<file path="src/rtl/axi_ram_rd_responder.sv">
// AXI3 read-channel responder backed by a synchronous-read word RAM.
// A 2-deep AR queue feeds a burst FSM; beats return through a 2-deep R buffer.
module axi_ram_rd_responder #(
  parameter int unsigned RAM_AW = 16
) (
  input  logic              clk,
  input  logic              reset,
  input  logic [3:0]        arid,
  input  logic [31:0]       araddr,
  input  logic [7:0]        arlen,
  input  logic [2:0]        arsize,
  input  logic [1:0]        arburst,
  input  logic [1:0]        arlock,
  input  logic [3:0]        arcache,
  input  logic [2:0]        arprot,
  input  logic              arvalid,
  output logic              arready,
  output logic [3:0]        rid,
  output logic [31:0]       rdata,
  output logic [1:0]        rresp,
  output logic              rlast,
  output logic              rvalid,
  input  logic              rready,
  output logic              ram_en,
  output logic [RAM_AW-1:0] ram_addr,
  input  logic [31:0]       ram_rdata
);

  localparam logic [1:0] RespOkay   = 2'b00;
  localparam logic [1:0] RespSlverr = 2'b10;
  localparam logic [1:0] RespDecerr = 2'b11;

  typedef enum logic [0:0] {StIdle, StBurst} state_e;

  logic unused_ok;
  assign unused_ok = ^{arlock, arcache, arprot};

  // AR queue
  logic [3:0]  aq_id    [2];
  logic [31:0] aq_addr  [2];
  logic [7:0]  aq_len   [2];
  logic [2:0]  aq_size  [2];
  logic [1:0]  aq_burst [2];
  logic [1:0]  aq_err   [2];
  logic        aq_wp, aq_rp;
  logic [1:0]  aq_cnt;
  logic        aq_push, aq_pop;
  logic [1:0]  ar_err;

  assign arready = !reset && (aq_cnt != 2'd2);
  assign aq_push = arvalid && arready;

  always_comb begin
    ar_err = RespOkay;
    if ((araddr >> (RAM_AW + 2)) != 32'd0) begin
      ar_err = RespDecerr;
    end else if (arsize > 3'd2 || arburst[1]) begin
      ar_err = RespSlverr;
    end
  end

  always_ff @(posedge clk) begin
    if (aq_push) begin
      aq_id[aq_wp]    <= arid;
      aq_addr[aq_wp]  <= araddr;
      aq_len[aq_wp]   <= arlen;
      aq_size[aq_wp]  <= arsize;
      aq_burst[aq_wp] <= arburst;
      aq_err[aq_wp]   <= ar_err;
    end
  end

  always_ff @(posedge clk) begin
    if (reset) begin
      aq_wp  <= 1'b0;
      aq_rp  <= 1'b0;
      aq_cnt <= 2'd0;
    end else begin
      if (aq_push) aq_wp <= ~aq_wp;
      if (aq_pop)  aq_rp <= ~aq_rp;
      aq_cnt <= aq_cnt + {1'b0, aq_push} - {1'b0, aq_pop};
    end
  end

  // Burst FSM and current-burst registers
  state_e      state_q, state_d;
  logic [31:0] cur_addr_q;
  logic [7:0]  beats_left_q;
  logic [3:0]  cur_id_q;
  logic [2:0]  cur_size_q;
  logic [1:0]  cur_burst_q;
  logic [1:0]  cur_err_q;
  logic        issue, load, can_issue;

  logic        pipe_valid_q;
  logic [3:0]  pipe_id_q;
  logic [1:0]  pipe_resp_q;
  logic        pipe_last_q;

  logic [3:0]  ob_id   [2];
  logic [31:0] ob_data [2];
  logic [1:0]  ob_resp [2];
  logic        ob_last [2];
  logic        ob_wp, ob_rp;
  logic [1:0]  ob_cnt;
  logic        ob_push, ob_pop;

  // Buffered plus in-flight beats after this cycle's pop must leave a free slot.
  assign can_issue = ({1'b0, ob_cnt} + {2'b0, pipe_valid_q} - {2'b0, ob_pop}) < 3'd2;

  always_comb begin
    state_d = state_q;
    aq_pop  = 1'b0;
    load    = 1'b0;
    issue   = 1'b0;
    unique case (state_q)
      StIdle: begin
        if (aq_cnt != 2'd0) begin
          aq_pop  = 1'b1;
          load    = 1'b1;
          state_d = StBurst;
        end
      end
      StBurst: begin
        if (can_issue) begin
          issue = 1'b1;
          if (beats_left_q == 8'd0) begin
            if (aq_cnt != 2'd0) begin
              aq_pop = 1'b1;
              load   = 1'b1;
            end else begin
              state_d = StIdle;
            end
          end
        end
      end
      default: state_d = StIdle;
    endcase
  end

  always_ff @(posedge clk) begin
    if (reset) begin
      state_q      <= StIdle;
      cur_addr_q   <= 32'd0;
      beats_left_q <= 8'd0;
      cur_id_q     <= 4'd0;
      cur_size_q   <= 3'd0;
      cur_burst_q  <= 2'd0;
      cur_err_q    <= RespOkay;
    end else begin
      state_q <= state_d;
      if (load) begin
        cur_addr_q   <= aq_addr[aq_rp];
        beats_left_q <= aq_len[aq_rp];
        cur_id_q     <= aq_id[aq_rp];
        cur_size_q   <= aq_size[aq_rp];
        cur_burst_q  <= aq_burst[aq_rp];
        cur_err_q    <= aq_err[aq_rp];
      end else if (issue) begin
        beats_left_q <= beats_left_q - 8'd1;
        if (cur_burst_q == 2'b01) cur_addr_q <= cur_addr_q + (32'd1 << cur_size_q);
      end
    end
  end

  assign ram_en   = issue && (cur_err_q == RespOkay);
  assign ram_addr = issue ? cur_addr_q[RAM_AW+1:2] : '0;

  // Side pipeline aligns beat attributes with the RAM read latency.
  always_ff @(posedge clk) begin
    if (reset) begin
      pipe_valid_q <= 1'b0;
      pipe_id_q    <= 4'd0;
      pipe_resp_q  <= RespOkay;
      pipe_last_q  <= 1'b0;
    end else begin
      pipe_valid_q <= issue;
      if (issue) begin
        pipe_id_q   <= cur_id_q;
        pipe_resp_q <= cur_err_q;
        pipe_last_q <= (beats_left_q == 8'd0);
      end
    end
  end

  // Output buffer
  assign ob_push = pipe_valid_q;
  assign rvalid  = (ob_cnt != 2'd0);
  assign ob_pop  = rvalid && rready;

  always_ff @(posedge clk) begin
    if (ob_push) begin
      ob_id[ob_wp]   <= pipe_id_q;
      ob_data[ob_wp] <= (pipe_resp_q == RespOkay) ? ram_rdata : 32'h0;
      ob_resp[ob_wp] <= pipe_resp_q;
      ob_last[ob_wp] <= pipe_last_q;
    end
  end

  always_ff @(posedge clk) begin
    if (reset) begin
      ob_wp  <= 1'b0;
      ob_rp  <= 1'b0;
      ob_cnt <= 2'd0;
    end else begin
      if (ob_push) ob_wp <= ~ob_wp;
      if (ob_pop)  ob_rp <= ~ob_rp;
      ob_cnt <= ob_cnt + {1'b0, ob_push} - {1'b0, ob_pop};
    end
  end

  assign rid   = rvalid ? ob_id[ob_rp]   : 4'd0;
  assign rdata = rvalid ? ob_data[ob_rp] : 32'd0;
  assign rresp = rvalid ? ob_resp[ob_rp] : 2'd0;
  assign rlast = rvalid ? ob_last[ob_rp] : 1'b0;

endmodule

</file>
<file path="config.mk">
export PLATFORM = sky130hd
export DESIGN_NAME = axi_ram_rd_responder
export DESIGN_NICKNAME = d
export VERILOG_FILES = /design/src/rtl/axi_ram_rd_responder.sv
export SDC_FILE = /design/constraint.sdc
export NUM_CORES = 1
export LEC_CHECK = 0
export BUFFER_PORTS_ARGS = -buffer_cell sky130_fd_sc_hd__buf_2
export CAP_MARGIN = 20
export CORE_MARGIN = 3
export CORE_UTILIZATION = 45
export DETAILED_ROUTE_END_ITERATION = 7
export PLACE_DENSITY_LB_ADDON = 0.15
export SYNTH_ARGS = -nofsm -noshare
export SYNTH_HDL_FRONTEND = slang
export SYNTH_SLANG_ARGS = --single-unit
</file>
<file path="constraint.sdc">
create_clock -name clk -period 14.26 [get_ports clk]
set_input_delay 4.278 -clock clk [delete_from_list [all_inputs] [get_ports clk]]
set_output_delay 4.278 -clock clk [all_outputs]
set_load 0.01 [all_outputs]
</file>
==> results_dict.tcl, run 1 <==
set metrics [dict create \
    synth_flop_cell "edfxtp_1" \
    hold_buffers 0 \
    finalInstanceArea_um2 10560 \
    p_leak_nw 3.877 \
    ys_warn_count 0 \
    hpwlAfterDp_um 11640 \
    clock_latency_ns 0.49 \
    holdCritStartpoint "pipe_id_q[1]" \
    crit_end "ram_addr[3]" \
    drive_above_1_share_pct 24.64 \
    startpoint "rready" \
    antenna_cells 0 \
    fp.coreArea_um2 19020 \
    critical_path_required_ns 9.98 \
    fin_crit_sh_pct 79.85 \
    fin_nets 934 \
    portBuffers 142 \
    io_pins 152 \
    relSlewSlack_pct 31.49 \
    worst_setup_path_start_kind "input port" \
    rsz0062_at_grt "no" \
    avgSynthCellArea_um2 12.87 \
    worstHoldPathType "reg -> reg" \
    routed_wl_um 17860 \
    postCtsResizedCells 0 \
    die_y_um 146.4 \
    power_density_nw_per_um2 193.3 \
    htree_levels 1 \
    r2r_end "aq_cnt[1]" \
    drtAntennaViolNets 0 \
    final_cell_mix "edfxtp_1, buf_2, nor2_1, mux2i_1, dfxtp_1" \
    async_flop_share_pct 0 \
    arrival_ns 7.11 \
    syn-cell-area_um2 8866 \
    tightest_slew_ns 1.028 \
    postCtsSetupBuffers 0 \
    synth_cells 689 \
    dr_total_vias 5590 \
    cts_tree "yes" \
    layout.cells.most_common "edfxtp_1" \
    syn_to_final_growth_pct 19.09 \
    gr-total-overflow 0 \
    place.gp.congestion 0.8396 \
    yosysTopAreaCell "edfxtp_1" \
    cts-root-buf "clkbuf_16" \
    skew_ns 0.01267 \
    cts_sinks 208 \
    drc 0 \
    status "complete, no violations" \
    final.setup.tns_ns 0 \
    die-area_um2 21420 \
    synth-seq-cells 208 \
    grt_first_pass_wirelength_um 28970 \
    r2r-start "ob_cnt[1]" \
    ys_seq_area_share_pct 64.13 \
    endpoint_kind "output pin" \
    antenna_found_initial 0 \
    cts_inserted_buffers 22 \
    synth-edff-count 152 \
    routedWlPerCell_um 16.23 \
    initial_utilization_pct 46.62 \
    yosys.cell_types.count 48 \
    grt_max_degree 61 \
    vdd_drop_max_mv 0.1046 \
    placed_area_um2 9838 \
    vias_per_cell 5.082 \
    dieWidth_um 146.4 \
    path_max_fanout 27 \
    slew_viol_final 0 \
    r2r_cells 19 \
    grt.total_usage_pct 16.41 \
    worstSetupPathType "in -> out" \
    finalSetupViolCount 0 \
    layout_min_cycle_time_ns 11.39 \
    rows 50 \
    reg2reg_slack_ns 9.11 \
    yosysTopAreaCellShare_pct 51.48 \
    cts.reportedPaths.clkPinSlew_ns 0.06 \
    fmax_mhz 87.82 \
    syn_nets 799 \
    cts_buffer_depth 3 \
    yosys-top-cells-area "edfxtp_1, dfxtp_1, mux2i_1" \
    first_iter_violations 292 \
    hold_slack_ns 0.4593 \
    grt_pass1_vias 5841 \
    dr.pass1.iters 5 \
    cap_viol_max_count 0 \
    hold_viol_final 0 \
]
==> routing by layer <==
metal,wire length (um),global-route usage (%)
met2,8830,28.99
met5,0,0
met3,993,3.538
met1,7801,20.81
met4,231,3.669
==> area by class of cell <==
type	instances	area, um2
fill	1617	8459
sequential	208	5687
multi-input combinational	428	2983
timing repair buffer	150	818.3
clock buffer	34	666.9
tap	260	325.3
inverter	14	52.55
clock inverter	6	26.28
==> state kept, by name (all words and copies together), names as in the netlist, 3 cells and up, named ones only <==
register	cells
ob_resp	4
aq_id	8
cur_id_q	4
ob_data	64
aq_size	6
ob_id	8
cur_addr_q	18
aq_addr	36
aq_err	4
cur_size_q	3
aq_burst	4
aq_len	16
beats_left_q	8
pipe_id_q	4
==> cell families after synthesis <==
logic type / after synthesis / synth area share [%]
AND/OR/NAND/NOR: 236 / 13.53
flip-flops: 208 / 64.13
XOR/XNOR: 24 / 2.371
multiplexers: 58 / 6.562
AO/OA/AOI/OAI: 94 / 8.453
adder cells (fa/ha/maj): 16 / 2.427
buffers and inverters: 53 / 2.526
==> stage by stage <==
stage | instances | utilization, % | worst slack (ns) | total power [mW]
after CTS | 1099 | 55.38 | 2.850 | 2.065
final | 1100 | 55.52 | 2.873 | 2.041
after floorplan | 689 | - | 3.549 | 1.323
after global placement | 1057 | 51.51 | 2.942 | 1.494
after global routing | 1100 | 55.52 | 2.649 | 2.172
after detailed placement | 1059 | 51.73 | 2.867 | 1.520
==> critical path, stage by stage <==
cell and delay (ns):
buf_2 0.09, and2_1 0.18, ha_1 0.28, inv_1 0.06, ha_1 0.13, inv_1 0.05, fa_1 0.40, xnor2_1 0.33
and3_1 0.90, and2_1 0.25, buf_2 0.15
==> worst min-delay path by stage <==
stage | endpoint | slack (ns) | cells past startpoint
after global placement | ob_id[0][1] | 0.44 | 0
after floorplan | ob_id[0][0] | 0.43 | 0
after detailed placement | ob_id[0][1] | 0.45 | 0
after CTS | ob_id[0][1] | 0.46 | 0
after global routing | ob_id[1][3] | 0.49 | 0
final | ob_id[1][1] | 0.46 | 0
==> cells in the mapped netlist, types with 2 or more instances <==
library cell / n
a211oi_1: 32
a211oi_2: 13
a21boi_0: 2
a21oi_1: 16
a311oi_1: 10
and2_1: 52
and3_1: 3
buf_1: 3
buf_2: 5
buf_6: 2
clkbuf_1: 28
dfxtp_1: 56
edfxtp_1: 152
fa_1: 2
ha_1: 14
inv_1: 13
mux2i_1: 57
nand2_1: 34
nand2b_1: 3
nand3_1: 7
nand4_1: 5
nand4b_1: 2
nor2_1: 82
nor2b_1: 22
nor3_1: 6
nor3b_1: 4
nor4_1: 4
o211ai_1: 3
o21ai_0: 9
o31ai_1: 2
or3_1: 5
or4_1: 3
xnor2_1: 8
xor2_1: 16
==> power by group <==
part,leakage (nW),internal [mW],switching (mW)
combinational,1.69,0.262,0.399
sequential,1.85,0.764,0.0775
clock,0.343,0.320,0.217
total,3.88,1.35,0.694
(Power assumes the default switching activity.)
==> run 2: changes to the inputs <==
Clock period 14.26 ns to 10.3 ns, I/O delays scaled along.
==> run 2 against run 1 <==
Effect of this change: setup slack worse by 1.2 ns; non-clock buffer count is 1 higher; global-route usage is essentially flat; largest power group unchanged.
==> results_dict.tcl, run 2 (synthesized netlist as in run 1, its figures left out) <==
set metrics [dict create \
    cts-root-buf "clkbuf_16" \
    antenna_cells 0 \
    drc 0 \
    final_cell_mix "edfxtp_1, buf_2, nor2_1, mux2i_1, dfxtp_1" \
    path_max_fanout 20 \
    slowest_delay_ns 0.41 \
    postCtsSetupBuffers 0 \
    dr.pass1.iters 4 \
    grt.busiest_layer "met2" \
    worstPathCellList "buf_2 > and2_1 > ha_1 > inv_1 > ha_1 > inv_1 > fa_1 > xnor2_1 > and3_1 > buf_4 > and2_1 > buf_2" \
    reg2reg_slack_ns 5.13 \
    antenna_found_initial 0 \
    power_density_nw_per_um2 270.4 \
    crit_family "adder cells" \
    rows 50 \
    grt_pass1_vias 5757 \
    io_pins 152 \
    hpwlAfterDp_um 11720 \
    arrival_ns 5.58 \
    fp.coreArea_um2 19020 \
    largest_reg_flops 64 \
    hold_buffers 0 \
    rsz0062_at_grt "no" \
    layout_min_cycle_time_ns 8.675 \
    fin_util_pct 55.69 \
    multi_input_area_um2 2983 \
    dieWidth_um 146.4 \
    finalSetupViolCount 0 \
    dr_total_vias 5654 \
    cap_viol_max_count 0 \
    p_leak_nw 3.894 \
    drtAntennaViolNets 0 \
    relSlewSlack_pct 32.10 \
    ff_latch_area_um2 5687 \
    status "complete, no violations" \
    grt.total_usage_pct 16.45 \
    grt_util_met1_pct 21.34 \
    clock_latency_ns 0.51 \
    vdd_drop_max_mv 0.1615 \
    worstHoldPathType "reg -> reg" \
    cts_inserted_buffers 23 \
    met3_usage_pct 3.073 \
    worstSetupPathType "in -> out" \
    die-area_um2 21420 \
    largest-register "ob_data" \
    first_iter_violations 185 \
    die_y_um 146.4 \
    place.gp.congestion 0.8520 \
    cp_slowest_cell "fa_1" \
    grt_first_pass_wirelength_um 28990 \
    top_regs "ob_data: 64 flops, aq_addr: 36 flops, cur_addr_q: 18 flops" \
    slew_viol_final 0 \
    worst_setup_path_start_kind "input port" \
    endpoint_kind "output pin" \
    syn_to_final_growth_pct 19.46 \
    grt_max_degree 61 \
    vias_per_cell 5.126 \
    htree_levels 1 \
    initial_utilization_pct 46.62 \
    fin_nets 936 \
    cts.reportedPaths.clkPinSlew_ns 0.06 \
    fillers 1657 \
    skew_ns 0.02174 \
    portBuffers 142 \
    drive_above_1_share_pct 24.79 \
    routedWlPerCell_um 16.37 \
    hold_viol_final 0 \
    cts_sinks 208 \
    crit_buf_inv 5 \
    final.setup.tns_ns 0 \
    grt_util_met2_pct 28.57 \
    layout.cells.most_common "edfxtp_1" \
    fmax_mhz 115.3 \
    postCtsResizedCells 0 \
    cts_tree "yes" \
    fin_crit_sh_pct 84.22 \
    critical_path_required_ns 7.21 \
    tightest_slew_ns 1.016 \
    gr-total-overflow 0 \
    cts_buffer_depth 3 \
    routed_wl_um 18050 \
]
-- run 2: final timing paths --
check	start	endpoint	cells past startpoint
min	pipe_id_q[0]	ob_id[0][0]	0
max reg2reg	ob_cnt[1]	aq_cnt[1]	19
max	rready	ram_addr[11]	12
min reg2reg	pipe_id_q[0]	ob_id[0][0]	0
-- run 2: routing by layer --
metal	up-vias	part of all wire (%)
met5	-	0
met4	0	1.5
met3	22	4.7
met2	119	49
met1	2724	45
li1	2789	-
-- run 2: metrics by stage --
step / area [um2] / power [mW] / setup WS [ns] / hold WS, ns / instances
after detailed placement: 9831 / 2.107 / 1.585 / 0.4389 / 1059
after global placement: 9803 / 2.072 / 1.588 / 0.4398 / 1058
after CTS: 10540 / 2.888 / 1.575 / 0.4533 / 1101
after global routing: 10590 / 3.038 / 1.368 / 0.4732 / 1103
after floorplan: 8866 / 1.831 / 1.965 / 0.4254 / 689
final: 10590 / 2.864 / 1.625 / 0.4513 / 1103
-- run 2: cell type report --
type / count / share of cell area (%)
inverter: 14 / 0.4962
clock inverter: 9 / 0.6615
sequential: 208 / 53.69
clock buffer: 33 / 6.072
multi-input combinational: 428 / 28.16
tap: 260 / 3.071
timing repair buffer: 151 / 7.844
-- run 2: report_power, final --
| part | internal [mW] | leakage (nW) | switching (mW) |
|---|---|---|---|
| sequential | 1.06 | 1.85 | 0.107 |
| clock | 0.458 | 0.352 | 0.315 |
| combinational | 0.368 | 1.70 | 0.558 |
| total | 1.88 | 3.89 | 0.979 |
-- run 2: worst register-to-register path, stage by stage, from the launching register on --
cell and delay [ns]:
dfxtp_1 0.38, nor2_4 0.81, inv_1 0.14, and2_1 0.25, ha_1 0.28, inv_1 0.05, ha_1 0.13, inv_1 0.05
fa_1 0.60, inv_1 0.10, o41ai_4 0.39, o21ai_2 0.08, buf_4 0.29, inv_2 0.55, ha_1 0.37, inv_1 0.06
ha_1 0.14, xor2_1 0.17, xnor2_1 0.14, nor2_1 0.05
